[src/rtl/pipe_pkg.sv]
// Shared Y86 pipeline definitions: stat codes, NOP fields
// and the bubble payload builder used by stage instances.
package pipe_pkg;

    localparam logic [2:0] SBUB = 3'd0;
    localparam logic [2:0] AOK  = 3'd1;
    localparam logic [2:0] HLT  = 3'd2;
    localparam logic [2:0] ADR  = 3'd3;
    localparam logic [2:0] INS  = 3'd4;

    localparam logic [3:0] INOP  = 4'h1;
    localparam logic [3:0] RNONE = 4'hF;

    localparam int MAX_PAYLOAD_W = 256;

    // Layout from the MSB down: icode, ifun, dstE, dstM, rest zero.
    function automatic logic [MAX_PAYLOAD_W-1:0] bubble_payload(
        input int w
    );
        logic [MAX_PAYLOAD_W-1:0] p;
        p = '0;
        p[w-1  -: 4] = INOP;
        p[w-9  -: 4] = RNONE;
        p[w-13 -: 4] = RNONE;
        return p;
    endfunction

endpackage

[src/rtl/sat_counter.sv]
// Saturating up-counter: sticks at all-ones instead of wrapping.
module sat_counter #(
    parameter int W = 16
) (
    input  logic         clk,
    input  logic         rst_n,
    input  logic         inc,
    output logic [W-1:0] count
);

    logic [W-1:0] count_q;
    logic [W-1:0] count_d;

    // Step only while below the ceiling.
    always_comb begin
        count_d = count_q;
        if (inc && (count_q != {W{1'b1}})) begin
            count_d = count_q + W'(1);
        end
    end

    // Counter state.
    always_ff @(posedge clk or negedge rst_n) begin
        if (!rst_n) begin
            count_q <= '0;
        end else begin
            count_q <= count_d;
        end
    end

    assign count = count_q;

endmodule

[src/rtl/pipe_stage_reg.sv]
// Generic Y86 pipeline register with stall, bubble,
// optional exception freeze and stall/bubble counters.
module pipe_stage_reg
    import pipe_pkg::*;
#(
    parameter int                   PAYLOAD_W      = 128,
    parameter logic [PAYLOAD_W-1:0] BUBBLE_PAYLOAD = {PAYLOAD_W{1'b0}},
    parameter int                   STAT_W         = 3,
    parameter bit                   FREEZE_ON_EXC  = 1'b0,
    parameter int                   CNT_W          = 16
) (
    input  logic                 clk,
    input  logic                 rst_n,
    input  logic [PAYLOAD_W-1:0] in_payload,
    input  logic [STAT_W-1:0]    in_stat,
    input  logic                 in_valid,
    input  logic                 stall,
    input  logic                 bubble,
    output logic [PAYLOAD_W-1:0] out_payload,
    output logic [STAT_W-1:0]    out_stat,
    output logic                 out_valid,
    output logic                 frozen,
    output logic                 ctl_conflict,
    output logic [CNT_W-1:0]     stall_cnt,
    output logic [CNT_W-1:0]     bubble_cnt
);

    logic [PAYLOAD_W-1:0] payload_q, payload_d;
    logic [STAT_W-1:0]    stat_q, stat_d;
    logic                 valid_q, valid_d;
    logic                 frozen_q, frozen_d;
    logic                 conflict_q, conflict_d;

    logic do_bub;
    logic do_stall;
    logic do_load;
    logic exc_in;

    // Resolve the action for this edge: freeze > bubble > stall > load.
    always_comb begin
        do_bub   = !frozen_q && bubble;
        do_stall = !frozen_q && !bubble && stall;
        do_load  = !frozen_q && !bubble && !stall;
        exc_in   = (in_stat != STAT_W'(SBUB))
                && (in_stat != STAT_W'(AOK));

        payload_d = payload_q;
        stat_d    = stat_q;
        valid_d   = valid_q;
        if (do_bub) begin
            payload_d = BUBBLE_PAYLOAD;
            stat_d    = STAT_W'(SBUB);
            valid_d   = 1'b0;
        end else if (do_load) begin
            payload_d = in_payload;
            stat_d    = in_stat;
            valid_d   = in_valid;
        end

        frozen_d   = frozen_q | (FREEZE_ON_EXC && do_load && exc_in);
        conflict_d = conflict_q | (!frozen_q && stall && bubble);
    end

    // Stage contents and sticky status flags.
    always_ff @(posedge clk or negedge rst_n) begin
        if (!rst_n) begin
            payload_q  <= BUBBLE_PAYLOAD;
            stat_q     <= STAT_W'(SBUB);
            valid_q    <= 1'b0;
            frozen_q   <= 1'b0;
            conflict_q <= 1'b0;
        end else begin
            payload_q  <= payload_d;
            stat_q     <= stat_d;
            valid_q    <= valid_d;
            frozen_q   <= frozen_d;
            conflict_q <= conflict_d;
        end
    end

    sat_counter #(.W(CNT_W)) u_stall_cnt (
        .clk   (clk),
        .rst_n (rst_n),
        .inc   (do_stall),
        .count (stall_cnt)
    );

    sat_counter #(.W(CNT_W)) u_bubble_cnt (
        .clk   (clk),
        .rst_n (rst_n),
        .inc   (do_bub),
        .count (bubble_cnt)
    );

    assign out_payload  = payload_q;
    assign out_stat     = stat_q;
    assign out_valid    = valid_q;
    assign frozen       = frozen_q;
    assign ctl_conflict = conflict_q;

endmodule

[config.mk]
export PLATFORM = sky130hd
export DESIGN_NAME = pipe_stage_reg
export DESIGN_NICKNAME = d
export VERILOG_FILES = /design/src/rtl/pipe_pkg.sv /design/src/rtl/sat_counter.sv /design/src/rtl/pipe_stage_reg.sv
export SDC_FILE = /design/constraint.sdc
export NUM_CORES = 1
export LEC_CHECK = 0
export CORE_MARGIN = 1
export CORE_UTILIZATION = 46
export DETAILED_ROUTE_END_ITERATION = 12
export MAX_ROUTING_LAYER = met4
export PLACE_DENSITY = 0.87
export SLEW_MARGIN = 25
export SYNTH_ARGS = -nofsm -noshare
export SYNTH_HDL_FRONTEND = slang
export SYNTH_SLANG_ARGS = --single-unit
[constraint.sdc]
create_clock -name clk -period 2.8 [get_ports clk]
set_clock_uncertainty 0.05 [all_clocks]
set_input_delay 0.56 -clock clk [delete_from_list [all_inputs] [get_ports clk]]
set_output_delay 0.56 -clock clk [all_outputs]
set_load 0.01 [all_outputs]
==> results of run 1 <==
==> placed cells by master, fill, tap and decap left out, types with 3 or more instances in the layout <==
cell type          n
nor2_1           139
buf_4              4
nor3_1             5
xor2_1            10
nand3_1           12
nor4_1             5
and4_1             3
mux2i_1          132
clkdlybuf4s50_1  297
dfrtp_1          165
clkbuf_16         17
nand4_1           10
clkbuf_8           5
nand2_1           16
clkinvlp_4         4
xnor2_1           18
==> metrics by stage <==
step | power (mW) | setup slack [ns] | hold WS, ns | instance area, sq um | cells
2_1_floorplan | 3.27 | 0.934 | 0.214 | 6870 | 571
3_3_place_gp | 3.97 | 0.771 | 0.390 | 10000 | 1028
3_5_place_dp | 4.03 | 0.686 | 0.401 | 10000 | 1028
4_1_cts | 6.31 | 0.702 | 0.283 | 10600 | 1060
5_1_grt | 6.53 | 0.655 | 0.329 | 10600 | 1060
6_report | 6.26 | 0.724 | 0.201 | 10600 | 1060
==> state kept, by name, indices dropped and copies added (netlist names) <==
signal / count
out_valid: 1
out_stat: 3
ctl_conflict: 1
out_payload: 128
u_stall_cnt.count: 16
u_bubble_cnt.count: 16
==> metal layers <==
layer  vias to the layer above  track usage  share of wire
li1                       2525            -              -
met1                      2634        0.259           0.38
met2                       253        0.400           0.50
met3                        34       0.0760          0.092
met4                         0        0.107          0.027
met5                         -            -              0
==> cell families after synthesis <==
group,share of synthesized area
muxes,0.196
other,0.000546
buffers and inverters,0.0210
xor gates and xnor gates,0.0357
adders and majority gates,0.00364
and+or+nand+nor,0.131
DFF,0.601
AOI/OAI and AO/OA,0.0109
==> path summary, 6_finish.rpt <==
check | to | slack (ns)
worst min register to register | ctl_conflict$_DFF_PN0_ | 0.41
min in group clk | ctl_conflict$_DFF_PN0_ | 0.41
worst max-delay path | stall_cnt[12] | 0.72
worst max register to register | u_bubble_cnt.count[13]$_DFFE_PN0P_ | 0.74
max in group asynchronous | u_stall_cnt.count[12]$_DFFE_PN0P_ | 1.83
worst min-delay path | out_payload[21]$_DFFE_PN0P_ | 0.20
==> report_power, final <==
part / switching, mW / internal (mW)
clock: 0.930 / 1.34
combinational: 0.507 / 0.700
sequential: 0.197 / 2.58
==> layout make-up <==
cell class,instances,area [sq um],share of cell area
Multi-Input combinational cell,373,2590,0.244
Tap cell,184,230,0.0217
Sequential cell,165,4130,0.389
Timing Repair Buffer,305,3070,0.289
Clock buffer,22,494,0.0466
Clock inverter,10,96.3,0.00908
Inverter,1,3.75,0.000354
==> flow_metrics.tcl, run 1 <==
set metrics [dict create \
    cp.arrival_ns 1.47 \
    hold_class "primary input to asynchronous set/reset pin" \
    cp_slowest_stage_delay_ns 0.60 \
    antenna_found_initial 0 \
    power.density_nw_per_um2 590 \
    path_clk_slew_ns 0.06 \
    post-route-util 0.730 \
    post-route-min-period_ns 2.08 \
    outcome "finished, final reports clean" \
    critPathTopFamily "buffers and inverters" \
    die_h_um 124 \
    path_cells "clkdlybuf4s50_1" \
    dr.pass1.iters 4 \
    crit_path_end_kind "primary output" \
    n_fill_cell 953 \
    overflow 0 \
    portBuffers 300 \
    grt_pass1_vias 5521 \
    h-tree-depth 4 \
    period_share 0.742 \
    synth_area_leaders "dfrtp_1 (60%), mux2i_1 (19%), nor2_1 (7.6%), xnor2_1 (2.3%), xor2_1 (1.3%)" \
    pin_count 302 \
    slowest_stage "clkdlybuf4s50_1" \
    dpl.hpwl_um 12800 \
    syn2layout_area_growth_pct 54.6 \
    cts_made_buffers 17 \
    setup_violations 0 \
    ys.flop_type "dfrtp_1" \
    crit_cells 1 \
    synth.top_cell.area_share 0.601 \
    timing.fmax_mhz 482 \
    postCtsSetupRepairBufs 0 \
    timing.final.hold_violations 0 \
    p_leak_nw 4.92 \
    clockBufferDepth 2 \
    ir_worst_vdd_mv 0.373 \
    cts_root_buffer "clkbuf_16" \
    regToRegStartpoint "u_bubble_cnt.count[0]$_DFFE_PN0P_" \
    crit_buf_inv 1 \
    ant_nets 0 \
    synth-seq-cells 165 \
    rsz0062_at_grt "false" \
    place.gp.congestion 0.852 \
    ys_async_sr_fraction 1.00 \
    dr_total_vias 5446 \
    cts_tree "done" \
    post_cts_resize_count 0 \
    synth-edff-count 0 \
    cts_hold_buf 0 \
    crit_fanout 7 \
    drv_cap 0 \
    grt_max_degree 166 \
    finalMaxSlewViolations 0 \
    synth_common_cells "dfrtp_1 (165), nor2_1 (139), mux2i_1 (132), xnor2_1 (18), nand2_1 (16)" \
    synth_area_sq_um 6870 \
    syn_inst 571 \
    wl_per_cell_um 17.1 \
    yosysTopAreaCell "dfrtp_1" \
    core_region_area_sq_um 14500 \
    critPathRequiredTime_ns 2.19 \
    num_antenna_cells 0 \
    design.die.area_sq_um 15400 \
    ys_seq_area_frac 0.601 \
    drc 0 \
    via_per_inst 5.14 \
    grt_first_pass_wirelength_um 26900 \
    cp-start-kind "flop" \
    grt_usage 0.239 \
    drtIter0Drc 267 \
    synth_fp_nets 709 \
    yosysMostFrequentCell "dfrtp_1" \
    start_util 0.472 \
    cts_sinks 165 \
    die_w_um 124 \
    max-slew-margin-rel 0.383 \
    final.setup.tns_ns 0 \
    worst-setup-path-type "flop to primary output" \
    startpoint "u_stall_cnt.count[12]$_DFFE_PN0P_" \
    totalWireLength_um 18100 \
    nets 1001 \
    worst_pin_slew_ns 0.926 \
    rows 44 \
    synth_area_per_cell_sq_um 12.0 \
    synth_warnings 0 \
    ys_types 38 \
    clk_latency_ns 0.42 \
    drive_gt1_frac 0.0582 \
    rr_worst_depth 5 \
]
Power figures use the tool's default switching activity.
==> inputs of run 2 (changes only) <==
- CORE_UTILIZATION: 46 -> 42
- PLACE_DENSITY: 0.87 -> 0.8
- clock period: 2.8 -> 2.05 ns (I/O delays scaled with it)
==> run 2 against run 1 <==
Combinational power rose by 38%. Cell area rose by 1.4%. Die area rose by 9.4%. Register-to-register slack got worse by 0.57 ns. Critical path depth did not move. Wire length rose by 0.49%. Worst setup slack got worse by 0.61 ns. Critical endpoint is now stall_cnt[3]. Largest power group unchanged.
==> flow_metrics.tcl, run 2 (synthesis results as in run 1) <==
set metrics [dict create \
    clockBufferDepth 2 \
    ant_nets 0 \
    drv_cap 0 \
    path_cells "clkdlybuf4s50_1" \
    portBuffers 300 \
    grt_first_pass_wirelength_um 28000 \
    power_mw 8.54 \
    rr_worst_depth 4 \
    pin_count 302 \
    post_cts_resize_count 0 \
    syn2layout_area_growth_pct 56.7 \
    met2RoutedLength_um 8760 \
    crit_path_end_kind "primary output" \
    rows 46 \
    wl_met1_um 7400 \
    grt_pass1_vias 5437 \
    path_clk_slew_ns 0.07 \
    cts_made_buffers 17 \
    crit_fanout 6 \
    cp.arrival_ns 1.48 \
    drive_gt1_frac 0.0667 \
    dr_total_vias 5366 \
    cts_tree "done" \
    drc 0 \
    design.die.area_sq_um 16900 \
    p_leak_nw 4.97 \
    final_cell_mix "clkdlybuf4s50_1 (297), dfrtp_1 (165), nor2_1 (139), mux2i_1 (132), xnor2_1 (18)" \
    antenna_found_initial 1 \
    core_region_area_sq_um 15900 \
    clk_latency_ns 0.41 \
    ir_worst_vdd_mv 0.536 \
    critPathTopFamily "buffers and inverters" \
    hold_path_depth 3 \
    final.setup.tns_ns 0 \
    hold_end "u_bubble_cnt.count[0]$_DFFE_PN0P_" \
    power.density_nw_per_um2 794 \
    overflow 0 \
    cp-start-kind "flop" \
    start_util 0.431 \
    place.gp.congestion 0.853 \
    via_per_inst 4.87 \
    grt_max_degree 84 \
    post-route-min-period_ns 1.94 \
    routed.top_layer "met4" \
    timing.final.hold_violations 0 \
    rsz0062_at_grt "false" \
    slowest_stage "clkdlybuf4s50_1" \
    worst-setup-path-type "flop to primary output" \
    finalMaxSlewViolations 0 \
    cts_root_buffer "clkbuf_16" \
    cp_slowest_stage_delay_ns 0.62 \
    cts_sinks 165 \
    die_h_um 130 \
    largest_reg_flops 128 \
    dpl.hpwl_um 12900 \
    dr.pass1.iters 4 \
    timing.fmax_mhz 515 \
    hold_start "bubble" \
    h-tree-depth 4 \
    outcome "finished, final reports clean" \
    rr_endpoint "u_bubble_cnt.count[15]$_DFFE_PN0P_" \
    critPathRequiredTime_ns 1.59 \
    final_common_cell "clkdlybuf4s50_1" \
    nets 1010 \
    hold_class "primary input to flop" \
    die_w_um 130 \
    n_fill_cell 1239 \
    r2r_slack_ns 0.17 \
    drtIter0Drc 243 \
    grt_usage 0.226 \
    regToRegStartpoint "u_bubble_cnt.count[2]$_DFFE_PN0P_" \
    worst_pin_slew_ns 0.772 \
    totalWireLength_um 18200 \
    wl_per_cell_um 16.5 \
    setup_violations 0 \
    max-slew-margin-rel 0.486 \
    crit_buf_inv 1 \
    wl_met3_um 1540 \
    period_share 0.946 \
]
-- run 2: routing by layer --
layer	vias up	GRT usage
met1	2581	0.258
met2	218	0.366
met5	-	-
met3	29	0.0775
met4	0	0.0896
li1	2538	-
-- run 2: area by class of cell --
| class | instances | area (sq um) | area share |
|---|---|---|---|
| sequential | 165 | 4130 | 0.384 |
| antenna | 1 | 2.50 | 0.000233 |
| multi-input combinational | 373 | 2590 | 0.241 |
| tap | 216 | 270 | 0.0251 |
| timing repair buffer | 314 | 3190 | 0.296 |
| clock inverter | 13 | 123 | 0.0114 |
| inverter | 1 | 3.75 | 0.000349 |
| clock buffer | 19 | 453 | 0.0421 |
-- run 2: worst max path at each step --
stage,from,endpoint,slack (ns),cells after the start
2_1_floorplan,u_stall_cnt.count[3]$_DFFE_PN0P_,u_stall_cnt.count[1]$_DFFE_PN0P_,0.18,5
3_3_place_gp,u_stall_cnt.count[12]$_DFFE_PN0P_,u_stall_cnt.count[1]$_DFFE_PN0P_,0.24,4
3_5_place_dp,u_bubble_cnt.count[0]$_DFFE_PN0P_,u_bubble_cnt.count[15]$_DFFE_PN0P_,0.19,7
4_1_cts,u_stall_cnt.count[3]$_DFFE_PN0P_,stall_cnt[3],0.1,1
5_1_grt,u_bubble_cnt.count[0]$_DFFE_PN0P_,u_bubble_cnt.count[15]$_DFFE_PN0P_,0.04,7
6_report,u_stall_cnt.count[3]$_DFFE_PN0P_,stall_cnt[3],0.11,1
-- run 2: power by group --
part | switching (mW) | internal, mW
Clock | 1.34 | 1.75
Combinational | 0.699 | 0.974
Sequential | 0.256 | 3.52
Total | 2.29 | 6.25
-- run 2: stage by stage --
stage	std cells	cell area [sq um]	util	setup WS, ns	hold slack, ns
after CTS	1101	10800	0.675	0.0997	0.301
after detailed placement	1068	10200	0.638	0.193	0.355
final	1102	10800	0.675	0.110	0.318
after floorplan	571	6870	-	0.184	0.0644
after global routing	1102	10800	0.675	0.0362	0.310
after global placement	1068	10200	0.638	0.242	0.352
-- run 2: repair_timing --
action / 4_1_cts / 5_1_grt
buffers inserted: 0 / 0
hold buffers: 1 / 0
endpoints found under the hold margin: 43 / 0
endpoints found under the setup margin: 0 / 0
